===== src/rtl/pulse_pkg.sv =====
// Shared definitions for the single-pulse signalling blocks (generator and decoder).
// Default width limits live here so paired instances agree on what a legal pulse is.
package pulse_pkg;

  typedef enum logic [1:0] {
    WAIT_LOW = 2'd0,
    IDLE     = 2'd1,
    MEASURE  = 2'd2
  } decoder_state_t;

  localparam int DEFAULT_CNT_W     = 8;
  localparam int DEFAULT_MIN_WIDTH = 2;
  localparam int DEFAULT_MAX_WIDTH = 200;

endpackage


===== src/rtl/pulse_width_decoder.sv =====
// Measures high pulses on a synchronous pulse line and reports the width with a
// one-cycle valid strobe, or a one-cycle error strobe for glitches and overlong pulses.
module pulse_width_decoder
  import pulse_pkg::*;
#(
  parameter int CNT_W     = DEFAULT_CNT_W,
  parameter int MIN_WIDTH = DEFAULT_MIN_WIDTH,
  parameter int MAX_WIDTH = DEFAULT_MAX_WIDTH
) (
  input  logic             clock,
  input  logic             reset,
  input  logic             pulse,
  output logic [CNT_W-1:0] width,
  output logic             valid,
  output logic             error,
  output logic             busy
);

  localparam logic [CNT_W-1:0] MIN_W = CNT_W'(MIN_WIDTH);
  localparam logic [CNT_W-1:0] MAX_W = CNT_W'(MAX_WIDTH);
  localparam logic [CNT_W-1:0] ONE   = CNT_W'(1);

  decoder_state_t   state_reg, state_next;
  logic [CNT_W-1:0] count_reg, count_next;
  logic [CNT_W-1:0] width_reg, width_next;
  logic             valid_reg, valid_next;
  logic             error_reg, error_next;

  always_ff @(posedge clock or posedge reset) begin
    if (reset) begin
      state_reg <= WAIT_LOW;
      count_reg <= '0;
      width_reg <= '0;
      valid_reg <= 1'b0;
      error_reg <= 1'b0;
    end else begin
      state_reg <= state_next;
      count_reg <= count_next;
      width_reg <= width_next;
      valid_reg <= valid_next;
      error_reg <= error_next;
    end
  end

  always_comb begin
    state_next = state_reg;
    count_next = count_reg;
    width_next = width_reg;
    valid_next = 1'b0;
    error_next = 1'b0;

    case (state_reg)
      // Arm only after a low sample, so a pulse already high or an overlong tail is ignored.
      WAIT_LOW: begin
        if (!pulse) begin
          state_next = IDLE;
        end
      end

      IDLE: begin
        if (pulse) begin
          state_next = MEASURE;
          count_next = ONE;
        end
      end

      MEASURE: begin
        if (pulse) begin
          if (count_reg < MAX_W) begin
            count_next = count_reg + ONE;
          end else begin
            error_next = 1'b1;
            width_next = MAX_W;
            state_next = WAIT_LOW;
          end
        end else begin
          if (count_reg >= MIN_W) begin
            valid_next = 1'b1;
          end else begin
            error_next = 1'b1;
          end
          width_next = count_reg;
          state_next = IDLE;
        end
      end

      default: begin
        state_next = WAIT_LOW;
      end
    endcase
  end

  assign width = width_reg;
  assign valid = valid_reg;
  assign error = error_reg;
  assign busy  = (state_reg == MEASURE);

endmodule


===== config.mk =====
export PLATFORM = sky130hd
export DESIGN_NAME = pulse_width_decoder
export DESIGN_NICKNAME = d
export VERILOG_FILES = /design/src/rtl/pulse_pkg.sv /design/src/rtl/pulse_width_decoder.sv
export SDC_FILE = /design/constraint.sdc
export NUM_CORES = 1
export LEC_CHECK = 0
export BUFFER_PORTS_ARGS = -buffer_cell sky130_fd_sc_hd__buf_2
export CORE_MARGIN = 1
export CORE_UTILIZATION = 61
export CTS_BUF_LIST = sky130_fd_sc_hd__clkbuf_4
export DETAILED_ROUTE_END_ITERATION = 12
export PLACE_DENSITY_LB_ADDON = 0.08
export SLEW_MARGIN = 40
export SYNTH_ARGS = -nofsm -noshare
export SYNTH_HDL_FRONTEND = slang
export SYNTH_SLANG_ARGS = --single-unit

===== constraint.sdc =====
create_clock -name clock -period 4.13 [get_ports clock]
set_clock_uncertainty 0.05 [all_clocks]
set_input_delay 0.826 -clock clock [delete_from_list [all_inputs] [get_ports clock]]
set_output_delay 0.826 -clock clock [all_outputs]
set_load 0.02 [all_outputs]

# Word-level counts from Yosys, hierarchy flattened
# Index checks and enable logic that the tools add are counted.
# op_classes
addsub,1
n_mul,0
bitwise,0
reduce_logical,5
n_eq_ne,8
div,0
magnitude_cmp,2
mux,18
n_shift,0
# op_table
cell,n
$mux 8,5
$pmux 8 s2,1
$add 8x1->8 const B,1
$ge 8x2->1 const B,1
$lt 8x8->1 const B,1
$mux 2,4
$ne 2x2->1 const B,4
$mux 1,7
$pmux 2 s3,1
$reduce_and 4->1,1
$ne 3x3->1 const B,1
$reduce_and 3->1,1
$eq 2x1->1 const B,1
$eq 2x2->1 const B,1
$logic_not 2->1,1
$ne 2x1->1 const B,1
$reduce_and 2->1,1
$reduce_bool 2->1,1
# word_totals
mem_count,0
ff_bits,20
word_cells,39
out_inout_bits,11
latchBits,0
ram_bits,0
romBits,0
input_bits,3

# Longest topological paths before layout
# Gate-level depths: netlist (run 1).
# depth
ltp_word,4
depth_mapped,5
mapped_depth_nobuf,4

# Worst setup path after synthesis (run 1)
# Ideal clock, no wire load.
# synth_path
path_kind,register to output
startpoint,register state_reg[0]
endpoint,output port busy
arrival_time_ns,0.850
stages_incl_launch_ff,3
path_slack_ns,2.404
path_buffers,0
required_time_ns,3.254
path_cell_list,dfrtp_1 > or2b_1 > inv_1
# synth_via
elab_chain_len,1
# synth_lines
element,line_no,text
"start, declared",pulse_width_decoder.sv:23,"decoder_state_t state_reg, state_next;"
"start signal, assigned",pulse_width_decoder.sv:37,state_reg <= state_next;
$eq 2x2->1,pulse_width_decoder.sv:96,assign busy = (state_reg == MEASURE);
"end, declared",pulse_width_decoder.sv:16,output logic busy
# No other way between the ends.

# Final worst setup path (run 1)
# Ends and elaborated chain as after synthesis.

==> results_dict.tcl, run 1 <==
set metrics [dict create \
    outcome "completed" \
    routed_via_density 6.11 \
    p_sw_share_pct 32.9 \
    p_comb_share_pct 26.4 \
    syn_area_um2 908 \
    cts_resized 0 \
    root_buffer "clkbuf_4" \
    gp_congestion 0.843 \
    drt_iter0_markers 18 \
    crit_family "flip-flops" \
    setup_viol 0 \
    die_h_um 40.6 \
    cpMaxStageDelayCell "dfrtp_1" \
    syn_avg_cell_area_um2 10.7 \
    p_int_uw 310 \
    yosys_warnings 0 \
    n_fill_cell 93 \
    final_max_slew_viol_count 0 \
    grt_pass1_vias 572 \
    fin_crit_ps 2190 \
    syn_to_final_growth_pct 11.3 \
    cap_violations 0 \
    num_rows 13 \
    worstPathArrival_ps 1310 \
    fp.dieW_um 40.6 \
    fmax_mhz 457 \
    grt-ovfl-total 0 \
    cts_buffers 3 \
    routed-via-count 709 \
    nNetsFinal 106 \
    synth_top_area_share_pct 55.1 \
    async_flop_share_pct 100 \
    post_cts_buffers 0 \
    leakage_uw 0.000485 \
    grt_max_degree 21 \
    final_hold_viol_count 0 \
    synth_edf_count 0 \
    finalCritPeriodShare_pct 52.9 \
    avgRoutedWirePerCell_um 14.4 \
    top_layer_used "met4" \
    grt_pass1_wl_mm 2.61 \
    crit_required_ps 3250 \
    clk_latency_ps 280 \
    drc 0 \
    syn-num-nets 89 \
    clk_pin_slew_ps 100 \
    track_usage_pct 24.9 \
    synth_common_cells "dfrtp_1 (20), nand2_1 (10), a21oi_1 (7)" \
    worst_pin_slew_ps 662 \
    io_pins 14 \
    drive_above_1_share_pct 18.8 \
    worstSetupPathType "reg -> out" \
    synth_seq_cells 20 \
    synth.area.top_cells "dfrtp_1 (55%), a22o_1 (4.8%), nand2_1 (4.1%)" \
    synth-seq-area-share_pct 55.1 \
    switching_power_uw 152 \
    critPathMaxStageDelay_ps 430 \
    synthFlopType "dfrtp_1" \
    pwr-share-clk_pct 19.3 \
    wl_met3_um 81 \
    crit_buf_inv 2 \
    wl_met1_um 794 \
    dp_hpwl_mm 1.24 \
    yosysUniqueCellTypes 28 \
    p_total_uw 462 \
    setup.worst_path.end_class "primary output" \
    wirelength_mm 1.67 \
    antennaDiodeCount 0 \
    powerDensity_mw_per_mm2 457 \
    drt-pass1-iter-count 5 \
    rsz0062_at_grt "false" \
    peakVddDrop_mv 0.241 \
    place.port_buffers 13 \
    crit_chain "or2b_1 -> inv_1 -> buf_2" \
    htreeDepth 1 \
    die_area_mm2 0.00165 \
    yosysMostFrequentCell "dfrtp_1" \
    syn_inst 85 \
    relSlewSlack_pct 55.6 \
    clock_path_buffers 2 \
    final.setup.tns_ps 0 \
    met2_length_um 784 \
    synth_largest_area_cell "dfrtp_1" \
    final_antenna_net_count 0 \
    holdBufCountCts 0 \
    start_kind "flip-flop" \
    path_max_fanout 5 \
    core_mm2 0.00135 \
    cts_tree "done" \
    pwr-share-seq_pct 54.3 \
    antenna_found_initial 0 \
    initial_utilization_pct 67.3 \
    cts.sinks 20 \
    hold_path_class "reg -> reg" \
]
## power by group through the flow
stage | Sequential, uW | Combinational [uW] | Clock, uW
2_1_floorplan | 279 | 60.0 | 0
4_1_cts | 251 | 123 | 92.7
3_5_place_dp | 255 | 123 | 0
6_report | 251 | 122 | 89.3
3_3_place_gp | 254 | 120 | 0
5_1_grt | 258 | 136 | 100
## final cells by class
cell class              count  area, um^2  share of cell area [%]
inverters                   5        18.8                    1.86
clock buffers               3        22.5                    2.23
clock inverters             1        3.75                   0.371
flip-flops and latches     20         500                    49.5
well taps                  15        18.8                    1.86
repair buffers             13        65.1                    6.44
multi-input cells          59         382                    37.7
## per-stage QoR
| step | utilization [%] | hold WS, ps | setup WS (ps) | instances | cell area (um^2) |
|---|---|---|---|---|---|
| CTS | 74.9 | 446 | 1940 | 116 | 1010 |
| floorplan | - | 410 | 2400 | 85 | 908 |
| detailed placement | 72.9 | 422 | 2190 | 112 | 985 |
| finish | 74.9 | 446 | 1940 | 116 | 1010 |
| global placement | 72.9 | 418 | 2250 | 112 | 985 |
| global route | 74.9 | 465 | 1880 | 116 | 1010 |
## cell families (layout without fill, tap and decap cells)
| logic type | Yosys count | after routing | share of synthesized area [%] |
|---|---|---|---|
| DFF | 20 | 20 | 55.1 |
| muxes | 1 | 1 | 1.10 |
| buffers and inverters | 6 | 22 | 2.89 |
| and+or+nand+nor | 32 | 32 | 18.7 |
| adders and majority gates | 1 | 1 | 1.38 |
| AOI/OAI and AO/OA | 24 | 24 | 19.8 |
| xor gates and xnor gates | 1 | 1 | 0.964 |
## worst paths after layout
| check | start | end | slack [ps] | cells past startpoint |
|---|---|---|---|---|
| max | state_reg[0]$_DFFE_PP0P_ | busy | 1940 | 3 |
| min | width[7]$_DFFE_PP0P_ | width[7]$_DFFE_PP0P_ | 450 | 1 |
| max reg2reg | count_reg[4]$_DFFE_PP0P_ | count_reg[6]$_DFFE_PP0P_ | 2410 | 4 |
| min reg2reg | width[7]$_DFFE_PP0P_ | width[7]$_DFFE_PP0P_ | 450 | 1 |
| max in group asynchronous | reset | state_reg[0]$_DFFE_PP0P_ | 3220 | 2 |
| min in group asynchronous | reset | width[0]$_DFFE_PP0P_ | 480 | 2 |
## routing by layer
layer,vias up,track usage (%)
met3,2,3.33
met5,-,0
met4,0,7.50
met1,342,36.5
li1,345,-
met2,20,37.7
## placed cells by master (no fill, tap or decap), types with 3 or more instances in the layout
cell type / instances
dfrtp_1: 20
clkbuf_4: 3
inv_1: 4
nor2_1: 5
o22a_1: 3
a21oi_1: 7
nand2_1: 10
a22o_1: 5
nand4_1: 3
or3_1: 4
o21ai_1: 4
buf_2: 13
(Power assumes the default switching activity.)
==> run 2: changes to the inputs <==
--- a/config.mk
+++ b/config.mk
@@ -7,7 +7,7 @@
 export LEC_CHECK = 0
 export BUFFER_PORTS_ARGS = -buffer_cell sky130_fd_sc_hd__buf_2
 export CORE_MARGIN = 1
-export CORE_UTILIZATION = 61
+export CORE_UTILIZATION = 57
 export CTS_BUF_LIST = sky130_fd_sc_hd__clkbuf_4
 export DETAILED_ROUTE_END_ITERATION = 12
 export PLACE_DENSITY_LB_ADDON = 0.08
==> constraint.sdc (replaced) <==
create_clock -name clock -period 2.2 [get_ports clock]
set_clock_uncertainty 0.05 [all_clocks]
set_input_delay 0.44 -clock clock [delete_from_list [all_inputs] [get_ports clock]]
set_output_delay 0.44 -clock clock [all_outputs]
set_load 0.02 [all_outputs]
==> run 2 against run 1 <==
  * Cell area is 0.12% higher
  * Power grew 89%
  * Register-to-register slack got worse by 1900 ps
  * Non-clock buffer count unchanged
  * Sequential power rose by 88%
  * Core utilization down 6.9 points
  * Clock-buffer cell count stayed put
  * Clock power rose by 94%
  * Die area is 6.7% higher
  * Largest cell class unchanged
==> results_dict.tcl, run 2 (synthesis results as in run 1) <==
set metrics [dict create \
    fin_crit_ps 1850 \
    root_buffer "clkbuf_4" \
    critPathMaxStageDelay_ps 420 \
    r2r_end "count_reg[6]$_DFFE_PP0P_" \
    io_pins 14 \
    drt_iter0_markers 14 \
    final_hold_viol_count 0 \
    worst_pin_slew_ps 687 \
    crit_required_ps 1710 \
    cts_resized 0 \
    routed_via_density 6.08 \
    rsz0062_at_grt "false" \
    cts_buffers 3 \
    layout_common_cells "dfrtp_1 (20), buf_2 (13), nand2_1 (10)" \
    avgRoutedWirePerCell_um 14.1 \
    grt-ovfl-total 0 \
    fin_ws_ps 350 \
    post_dp_cell_area_um2 986 \
    crit_buf_inv 2 \
    track_usage_pct 21.3 \
    holdBufCountCts 0 \
    final_area_mm2 0.00101 \
    crit_chain "or2b_1 -> inv_1 -> buf_2" \
    nNetsFinal 106 \
    start_kind "flip-flop" \
    multi_input_area_um2 382 \
    dp_slack_ps 569 \
    leakage_uw 0.000485 \
    relSlewSlack_pct 53.9 \
    path_max_fanout 5 \
    hold_path_class "in -> async" \
    worstPathArrival_ps 1360 \
    routed-via-count 711 \
    core_mm2 0.00149 \
    n_fill_cell 115 \
    seqCellArea_um2 500 \
    r2r_start "count_reg[4]$_DFFE_PP0P_" \
    clock_path_buffers 2 \
    final.setup.tns_ps 0 \
    drc 0 \
    r2r_slack_ps 510 \
    dp_hpwl_mm 1.18 \
    cts_tree "done" \
    clk_latency_ps 290 \
    cts.sinks 20 \
    drt-pass1-iter-count 4 \
    finalCritPeriodShare_pct 84.1 \
    die_area_mm2 0.00176 \
    htreeDepth 1 \
    place.port_buffers 13 \
    fin_util_pct 68.0 \
    drive_above_1_share_pct 18.8 \
    syn_to_final_growth_pct 11.4 \
    powerDensity_mw_per_mm2 862 \
    die_h_um 41.9 \
    crit_family "flip-flops" \
    grt_pass1_wl_mm 2.83 \
    cpMaxStageDelayCell "dfrtp_1" \
    peakVddDrop_mv 0.502 \
    cap_violations 0 \
    gp_congestion 0.857 \
    setup.worst_path.end_class "primary output" \
    initial_utilization_pct 61.0 \
    final_antenna_net_count 0 \
    p_total_uw 873 \
    clk_pin_slew_ps 110 \
    fmax_mhz 540 \
    outcome "completed" \
    antenna_found_initial 0 \
    fp.dieW_um 41.9 \
    grt_pass1_vias 653 \
    wirelength_mm 1.65 \
    worstSetupPathType "reg -> out" \
    num_rows 14 \
    post_cts_buffers 0 \
    setup_viol 0 \
    grt_max_degree 21 \
    final_common_cell "dfrtp_1" \
    antennaDiodeCount 0 \
    r2r_cells 4 \
    final_max_slew_viol_count 0 \
]
[run 2: cell counts in the layout (fill, tap and decap cells not counted)]
Identical to the previous run, type by type.
[run 2: layout make-up]
| class | count | share of cell area (%) |
|---|---|---|
| well taps | 16 | 1.98 |
| inverters | 5 | 1.85 |
| multi-input cells | 59 | 37.7 |
| clock buffers | 3 | 2.22 |
| flip-flops and latches | 20 | 49.4 |
| repair buffers | 13 | 6.43 |
| clock inverters | 1 | 0.371 |
[run 2: power by group]
group | switching, uW | internal (uW) | leakage [uW]
Clock | 107 | 66.1 | 0.0000154
Sequential | 46.4 | 425 | 0.000261
Combinational | 137 | 91.6 | 0.000208
Total | 290 | 583 | 0.000485
[run 2: metal layers]
layer | share of wire [%] | vias up | wire, um | track usage [%]
met5 | 0 | - | 0 | 0
met4 | 1.4 | 0 | 23 | 9.68
met3 | 4.7 | 4 | 77 | 2.61
met2 | 46 | 23 | 767 | 34.1
met1 | 47 | 336 | 784 | 29.1
li1 | - | 348 | - | -
[run 2: metrics by stage]
stage / hold slack, ps / cells
2_1_floorplan: 354 / 85
3_3_place_gp: 418 / 113
3_5_place_dp: 423 / 113
4_1_cts: 228 / 117
5_1_grt: 143 / 117
6_report: 96.0 / 117
[run 2: how the worst max path moves through the flow]
stage	from	endpoint	depth (start not counted)
2_1_floorplan	count_reg[5]$_DFFE_PP0P_	count_reg[6]$_DFFE_PP0P_	4
3_3_place_gp	count_reg[5]$_DFFE_PP0P_	count_reg[6]$_DFFE_PP0P_	4
3_5_place_dp	count_reg[4]$_DFFE_PP0P_	count_reg[6]$_DFFE_PP0P_	4
4_1_cts	state_reg[0]$_DFFE_PP0P_	busy	3
5_1_grt	state_reg[0]$_DFFE_PP0P_	busy	3
6_report	state_reg[0]$_DFFE_PP0P_	busy	3
==> run 3: changes to the inputs <==
--- a/config.mk
+++ b/config.mk
@@ -7,7 +7,7 @@
 export LEC_CHECK = 0
 export BUFFER_PORTS_ARGS = -buffer_cell sky130_fd_sc_hd__buf_2
 export CORE_MARGIN = 1
-export CORE_UTILIZATION = 57
+export CORE_UTILIZATION = 51
 export CTS_BUF_LIST = sky130_fd_sc_hd__clkbuf_4
 export DETAILED_ROUTE_END_ITERATION = 12
 export PLACE_DENSITY_LB_ADDON = 0.08
==> constraint.sdc (replaced) <==
create_clock -name clock -period 1.6 [get_ports clock]
set_clock_uncertainty 0.05 [all_clocks]
set_input_delay 0.32 -clock clock [delete_from_list [all_inputs] [get_ports clock]]
set_output_delay 0.32 -clock clock [all_outputs]
set_load 0.02 [all_outputs]
==> run 3 against run 2 <==
  * The flow now finishes with violations (setup timing)
  * Final cell count rose by 14%
  * Clock power is 36% higher
  * Sequential cell count stayed put
  * Die area grew 11%
  * Worst hold slack improved by 210 ps
  * Combinational power increased by 84%
  * Largest cell class unchanged
==> results_dict.tcl, run 3 (synthesis results as in run 1) <==
set metrics [dict create \
    cts_buffers 3 \
    critPathMaxStageDelay_ps 470 \
    place.port_buffers 13 \
    final.setup.tns_ps -179 \
    avgRoutedWirePerCell_um 16.5 \
    clk_latency_ps 290 \
    routed-via-count 821 \
    cpMaxStageDelayCell "dfrtp_2" \
    peakVddDrop_mv 0.612 \
    cap_violations 0 \
    fin_crit_ps 1650 \
    num_rows 14 \
    nNetsFinal 122 \
    io_pins 14 \
    relSlewSlack_pct 74.1 \
    p_comb_share_pct 32.5 \
    drt-pass1-iter-count 6 \
    crit_buf_inv 0 \
    worstSetupPathType "reg -> reg" \
    hold_path_class "in -> reg" \
    final_hold_viol_count 0 \
    layout_common_cells "dfrtp_1 (18), buf_4 (13), buf_2 (12)" \
    drc 0 \
    crit_family "compound AO/OA/AOI/OAI gates" \
    crit_required_ps 1740 \
    p_int_uw 859 \
    grt_pass1_wl_mm 3.24 \
    drt_iter0_markers 22 \
    outcome "finished, violations left" \
    die_area_mm2 0.00195 \
    cts_tree "done" \
    cts.sinks 20 \
    clock_path_buffers 2 \
    whs_path_depth 2 \
    pwr-share-clk_pct 18.2 \
    routed_via_density 6.17 \
    grt_pass1_vias 726 \
    finalCritPeriodShare_pct 103 \
    final_antenna_net_count 0 \
    rsz0062_at_grt "true" \
    setup.worst_path.end_class "flip-flop" \
    core_mm2 0.00158 \
    powerDensity_mw_per_mm2 1060 \
    syn_to_final_growth_pct 34.0 \
    final_area_mm2 0.00122 \
    crit_chain "and2b_2 -> o311ai_4 -> nor3_1 -> o21a_1" \
    die_h_um 44.2 \
    r2r_cells 4 \
    pwr-share-seq_pct 49.2 \
    p_total_uw 1290 \
    wirelength_mm 2.19 \
    initial_utilization_pct 57.6 \
    leakage_uw 0.000578 \
    dp_hpwl_mm 1.44 \
    switching_power_uw 434 \
    p_sw_share_pct 33.6 \
    grt-ovfl-total 0 \
    clk_pin_slew_ps 100 \
    post_dp_cell_area_mm2 0.00107 \
    fin_ws_ps -48.1 \
    worst_pin_slew_ps 388 \
    final_common_cell "dfrtp_1" \
    root_buffer "clkbuf_4" \
    fmax_mhz 607 \
    setup_viol 7 \
    cp.depth 4 \
    violations "setup timing" \
    fp.dieW_um 44.2 \
    track_usage_pct 23.2 \
    grt_max_degree 21 \
    final_max_slew_viol_count 0 \
    drive_above_1_share_pct 38.5 \
    worstPathArrival_ps 1790 \
    gp_congestion 0.887 \
    htreeDepth 1 \
    start_kind "flip-flop" \
    path_max_fanout 6 \
    antenna_found_initial 0 \
    fin_util_pct 77.2 \
    antennaDiodeCount 0 \
]
[run 3: path summary, 6_finish.rpt]
kind | from | to | slack (ps)
max | state_reg[1]$_DFFE_PP0P_ | count_reg[7]$_DFFE_PP0P_ | -50
min | pulse | state_reg[0]$_DFFE_PP0P_ | 300
min in group asynchronous | reset | count_reg[0]$_DFFE_PP0P_ | 540
max reg2reg | state_reg[1]$_DFFE_PP0P_ | count_reg[7]$_DFFE_PP0P_ | -50
min reg2reg | width[7]$_DFFE_PP0P_ | width[7]$_DFFE_PP0P_ | 440
max in group asynchronous | reset | state_reg[1]$_DFFE_PP0P_ | 740
[run 3: per-stage QoR]
stage | hold slack (ps) | cells | worst slack, ps
3_3_place_gp | 300 | 124 | 21.9
6_report | 303 | 133 | -48.1
5_1_grt | 315 | 133 | -100
2_1_floorplan | 234 | 85 | 127
4_1_cts | 253 | 130 | -2.05
3_5_place_dp | 311 | 124 | 0.838
[run 3: final cells by class]
| type | count | area (um^2) |
|---|---|---|
| clock buffer | 3 | 22.5 |
| clock inverter | 1 | 3.75 |
| fill | 103 | 359 |
| inverter | 5 | 21.3 |
| multi-input combinational | 60 | 457 |
| sequential | 20 | 503 |
| tap | 16 | 20.0 |
| timing repair buffer | 28 | 190 |
[run 3: timing repair]
action                                  CTS  global route
gates cloned                              0             1
pin swaps                                 0             5
gates resized for setup                   5            13
hold buffers                              1             0
setup buffers                             1             2
endpoints found under the setup margin    6            17
endpoints found under the hold margin    20             0
[run 3: power by group through the flow]
stage | logic, uW | clock network, uW | registers (uW)
3_5_place_dp | 371 | 0 | 638
4_1_cts | 383 | 241 | 628
3_3_place_gp | 367 | 0 | 633
5_1_grt | 459 | 262 | 645
2_1_floorplan | 155 | 0 | 721
6_report | 421 | 236 | 637
[run 3: worst reg2reg max path, delay by kind of cell (launching register included)]
kind	cells	cell delay (ps)
AOI/OAI and AO/OA	2	600
DFF	1	470
and+or+nand+nor	2	450
[run 3: layer usage]
layer | up-vias | track usage, % | part of all wire (%)
li1 | 376 | - | -
met5 | - | 0 | 0
met4 | 0 | 10.3 | 1.2
met2 | 48 | 38.5 | 49
met3 | 4 | 4.08 | 6.5
met1 | 393 | 29.6 | 43
